### config.mk
export PLATFORM = sky130hd
export DESIGN_NAME = tff_toggle_rx
export DESIGN_NICKNAME = d
export VERILOG_FILES = /design/src/rtl/tff_toggle_rx.sv
export SDC_FILE = /design/constraint.sdc
export NUM_CORES = 1
export LEC_CHECK = 0
export CAP_MARGIN = 10
export CORE_MARGIN = 10
export CORE_UTILIZATION = 40
export DETAILED_ROUTE_END_ITERATION = 8
export HOLD_SLACK_MARGIN = 0.06
export PLACE_DENSITY = 0.66
export SLEW_MARGIN = 25
export SYNTH_ARGS = -nofsm -noshare
export SYNTH_HDL_FRONTEND = slang
export SYNTH_SLANG_ARGS = --single-unit
export TNS_END_PERCENT = 20
### constraint.sdc
create_clock -name clk -period 3.14 [get_ports clk]
set_input_delay 0.314 -clock clk [delete_from_list [all_inputs] [get_ports clk]]
set_output_delay 0.314 -clock clk [all_outputs]
set_load 0.02 [all_outputs]
### src/rtl/tff_toggle_rx.sv
// Receive side of a toggle-signalling link: synchronizes i_q, turns each level flip into a
// one-cycle pulse, counts events and queues them for a valid/ready consumer.
module tff_toggle_rx #(
    parameter int SYNC_STAGES = 2,
    parameter int CNT_W       = 8,
    parameter int PEND_W      = 4
) (
    input  logic              clk,
    input  logic              rst,
    input  logic              i_q,
    input  logic              i_clr,
    input  logic              i_ready,
    output logic              o_pulse,
    output logic              o_valid,
    output logic [PEND_W-1:0] o_pending,
    output logic [CNT_W-1:0]  o_count,
    output logic              o_overflow,
    output logic              o_level
);

    localparam int PC_W = $clog2(SYNC_STAGES + 1);
    localparam logic [PC_W-1:0]   PRIME_LAST = PC_W'(SYNC_STAGES - 1);
    localparam logic [PEND_W-1:0] PEND_MAX   = {PEND_W{1'b1}};

    typedef enum logic [0:0] {
        ST_PRIME = 1'b0,
        ST_RUN   = 1'b1
    } state_e;

    state_e                 state_q, state_d;
    logic [SYNC_STAGES-1:0] sync_q, sync_d;
    logic [PC_W-1:0]        prime_cnt_q, prime_cnt_d;
    logic                   last_q, last_d;
    logic                   pulse_q, pulse_d;
    logic [PEND_W-1:0]      pending_q, pending_d;
    logic [CNT_W-1:0]       count_q, count_d;
    logic                   overflow_q, overflow_d;
    logic                   tog_s;
    logic                   pop_s;
    logic                   drop_s;

    // Synchronizer shift, priming sequence and toggle detection.
    always_comb begin
        sync_d      = {sync_q[SYNC_STAGES-2:0], i_q};
        state_d     = state_q;
        prime_cnt_d = prime_cnt_q;
        last_d      = last_q;
        pulse_d     = 1'b0;
        tog_s       = sync_q[SYNC_STAGES-1] ^ last_q;
        case (state_q)
            ST_PRIME: begin
                // The chain was cleared by reset, so take the value entering the last
                // stage on this edge: that is the line's settled level.
                if (prime_cnt_q == PRIME_LAST) begin
                    state_d = ST_RUN;
                    last_d  = sync_d[SYNC_STAGES-1];
                end else begin
                    prime_cnt_d = prime_cnt_q + PC_W'(1);
                end
            end
            ST_RUN: begin
                last_d  = sync_q[SYNC_STAGES-1];
                pulse_d = tog_s;
            end
            default: begin
                state_d = ST_PRIME;
            end
        endcase
    end

    // Pending-event queue, wrapping event count and sticky overflow.
    always_comb begin
        pop_s     = o_valid & i_ready;
        drop_s    = 1'b0;
        pending_d = pending_q;
        if (pulse_q && !pop_s) begin
            if (pending_q == PEND_MAX) begin
                drop_s = 1'b1;
            end else begin
                pending_d = pending_q + PEND_W'(1);
            end
        end else if (pop_s && !pulse_q) begin
            pending_d = pending_q - PEND_W'(1);
        end else begin
            pending_d = pending_q;
        end

        if (i_clr) begin
            count_d    = {CNT_W{1'b0}};
            overflow_d = 1'b0;
        end else begin
            count_d    = pulse_q ? count_q + CNT_W'(1) : count_q;
            overflow_d = overflow_q | drop_s;
        end
    end

    // State registers with synchronous reset.
    always_ff @(posedge clk) begin
        if (rst) begin
            state_q     <= ST_PRIME;
            sync_q      <= {SYNC_STAGES{1'b0}};
            prime_cnt_q <= {PC_W{1'b0}};
            last_q      <= 1'b0;
            pulse_q     <= 1'b0;
            pending_q   <= {PEND_W{1'b0}};
            count_q     <= {CNT_W{1'b0}};
            overflow_q  <= 1'b0;
        end else begin
            state_q     <= state_d;
            sync_q      <= sync_d;
            prime_cnt_q <= prime_cnt_d;
            last_q      <= last_d;
            pulse_q     <= pulse_d;
            pending_q   <= pending_d;
            count_q     <= count_d;
            overflow_q  <= overflow_d;
        end
    end

    assign o_pulse    = pulse_q;
    assign o_valid    = (pending_q != {PEND_W{1'b0}});
    assign o_pending  = pending_q;
    assign o_count    = count_q;
    assign o_overflow = overflow_q;
    assign o_level    = last_q;

endmodule

==> results by group <==
Setup path
  – Worst setup SP type: register
  – Critical path fanouts, max: 7
  – RR Endpoint: o_pending[3]$_SDFFE_PP0P_
  – Worst Path Class, Setup: register to register
  – WP data arrival: roughly 2.6 ns
  – Worst r2r path cells: 8
  – Crit. End Element: register
  – RR Startpoint: o_pending[3]$_SDFFE_PP0P_
  – Worst Path Required: between 3 and 4 ns
  – R2R Setup Slk: about 0.73 ns

Timing
  – Slew HR: a little over two thirds
  – Fin crit period: approximately 2.4 ns
  – Fmax: ~410 MHz
  – Final worst path period share: 76.8%
  – Setup violators final: 0
  – Final WS setup: between 0.7 and 0.8 ns
  – RSZ-0062 raised after global routing: false
  – Final hold vios: 0
  – Worst Tran Pin Value: between 0.4 and 0.5 ns
  – TNS Setup: 0 ns
  – Clk_skew: 0.00977 ns
  – Final Slew Violations: 0

Layout
  – Filler cell count: 231
  – Nets: approximately 130
  – Synth-to-Final Area Change: 26.3%
  – Share of cells above drive strength 1: between 8 and 9%
  – Layout Utilization: 53.9%
  – Most frequent cells in the layout: clkdlybuf4s50_1 (20), dfxtp_1 (20), nor2_1 (17)
  – Ant diodes: 0

Synth
  – Post-Synth Adder-Cell Area: under 10%
  – Largest family of logic cells by synthesized area: simple AND/OR/NAND/NOR gates
  – Unique masters post-synth: 35
  – Top-area cell type share of the netlist area: roughly two fifths
  – Syn Area/Cell: slightly below 10 sq um
  – Compound-cell area share of the yosys netlist: about 18%
  – Ys flop type: dfxtp_1
  – Mapped Nets: between 100 and 150
  – Largest area contributor in the netlist: dfxtp_1
  – Sequential area share after synthesis: 41.6%
  – Post-synth EDFFs: 0
  – Synth warn: 0
  – Synth Instances: between 90 and 100
  – Asr flop ratio synth: 0%
  – Top cells by area, synth: dfxtp_1 (42%), nor2_1 (6.6%), ha_1 (5.2%)
  – Synth Area in Simple Gates: around a fifth
  – XOR/XNOR share of the synthesized area: a little over 8%
  – Mux cell area share after synthesis: about 3.1%
  – Synth Cell Area: approximately 960 sq um
  – Register bit total from synthesis: 20

Die
  – Die ar.: 0.00477 sq mm
  – Core box area: 0.00225 sq mm
  – Num rows: 17
  – Die height: between 60 and 70 um
  – Die W: ~69 um
  – Starting density of the core: 42.7%
  – Num ports: 21

Global route
  – Global route overflow: 0
  – First-pass GRT wire length: roughly 3700 um
  – Largest net degree at the start of global routing: 14
  – GRT Util Overall: a little under 9%
  – Vias in the first global route: around 800
  – Initial antenna violation count: 0

Drt
  – DR WL/cell: between 10 and 15 um
  – Via count: around 800
  – Drt initial violations: 22
  – Total wire length: 2000 um
  – 1st-pass router iterations: 2
  – Vias per cell: around 5.3
  – ANT nets after route: 0
  – # DRC: 0

Place
  – Pre-CTS setup slack: approximately 0.66 ns
  – Final HPWL DP: approximately 1500 um
  – Port Buf Inserts: 20
  – Final GP Congestion: about 0.76

Clock network
  – CTS Buffer Depth: 2
  – Root buffer selected by CTS: clkbuf_4
  – CTS resizes: 0
  – Post-CTS setup-driven buffer insertion count: 0
  – Clock latency on the worst-skew pair: slightly below 0.3 ns
  – H-Tree Depth: 1
  – Clock Sinks: 20
  – Reg clk slew, reported paths: 0.11 ns
  – Post-CTS Hold Buffers: 0
  – CTS buffer count: 3
  – CTS tree: done

Min path
  – HP Class: register to register
  – Hold depth: 1
  – Hold_sp: sync_q[0]$_SDFF_PP0_
  – Hold Path Sink: sync_q[1]$_SDFF_PP0_

Power
  – Pleak: 0.440 nW
  – Total chip power: a little over 800 uW
  – Pwr Density: about 660 mW/mm^2
  – Worst IR Drop VDD: ~460 uV

Outcome
  – Outcome: finished clean

Job
  – Max-Cap Viols: 0
-- worst max-delay path, stage by stage (launching register included) --
cell	delay, ns
dfxtp_1	0.41
o41ai_4	0.50
and2_1	0.23
inv_1	0.10
ha_1	0.35
and3_1	0.20
o2111a_1	0.24
a31oi_1	0.14
o211ai_1	0.11
-- how the worst max path moves through the flow --
stage,from,endpoint,slack [ns],depth (start not counted)
floorplan,o_pending[1]$_SDFFE_PP0P_,o_pending[3]$_SDFFE_PP0P_,0.85,8
global placement,i_ready,o_pending[3]$_SDFFE_PP0P_,0.76,9
detailed placement,i_ready,o_pending[3]$_SDFFE_PP0P_,0.66,9
CTS,o_pending[3]$_SDFFE_PP0P_,o_pending[3]$_SDFFE_PP0P_,0.73,8
global route,o_pending[3]$_SDFFE_PP0P_,o_pending[3]$_SDFFE_PP0P_,0.61,8
finish,o_pending[3]$_SDFFE_PP0P_,o_pending[3]$_SDFFE_PP0P_,0.73,8
-- power by group --
part           internal, mW  switching [mW]
Sequential            0.291          0.0576
Combinational         0.175           0.167
Clock                0.0446          0.0704
Total                 0.510           0.295
-- metal layers --
metal,vias to the layer above,global-route usage [%],share of wire (%)
li1,399,-,-
met1,362,10.0,46
met2,17,13.9,46
met3,2,3.85,7.2
met4,0,3.55,0.50
met5,-,0,0
-- state kept, by name, indices dropped and copies added (netlist names) --
register     flops
o_count          8
o_level          1
o_overflow       1
o_pending        4
o_pulse          1
prime_cnt_q      2
state_q          1
sync_q           2
-- Yosys cell counts, types with 3 or more instances --
cell	instances
dfxtp_1	20
nor2_1	17
a21oi_1	6
xnor2_1	5
ha_1	4
xor2_1	4
and3_1	3
mux2i_1	3
nand2_1	3
nand4_1	3
-- per-stage QoR --
stage / std cells / hold WS (ns) / instance area [sq um]
after detailed placement: 145 / 0.468 / 1190
after CTS: 148 / 0.495 / 1210
final: 148 / 0.490 / 1210
after global routing: 148 / 0.506 / 1210
after global placement: 145 / 0.453 / 1190
after floorplan: 99 / 0.438 / 962
-- area by class of cell --
| type | instances | area, sq um | share of cell area, % |
|---|---|---|---|
| repair buffers | 21 | 208 | 17.1 |
| well taps | 28 | 35.0 | 2.88 |
| clock buffers | 3 | 22.5 | 1.85 |
| flip-flops and latches | 20 | 400 | 33.0 |
| inverters | 2 | 7.51 | 0.618 |
| multi-input cells | 74 | 542 | 44.6 |
-- cells by family (layout without fill, tap and decap cells) --
family,after synthesis,after routing
buf+inv,5,26
xor+xnor,9,9
mux,3,3
simple gates,38,38
fa+ha+maj,5,5
flops,20,20
compound gates,19,19
Power figures use the tool's default switching activity.
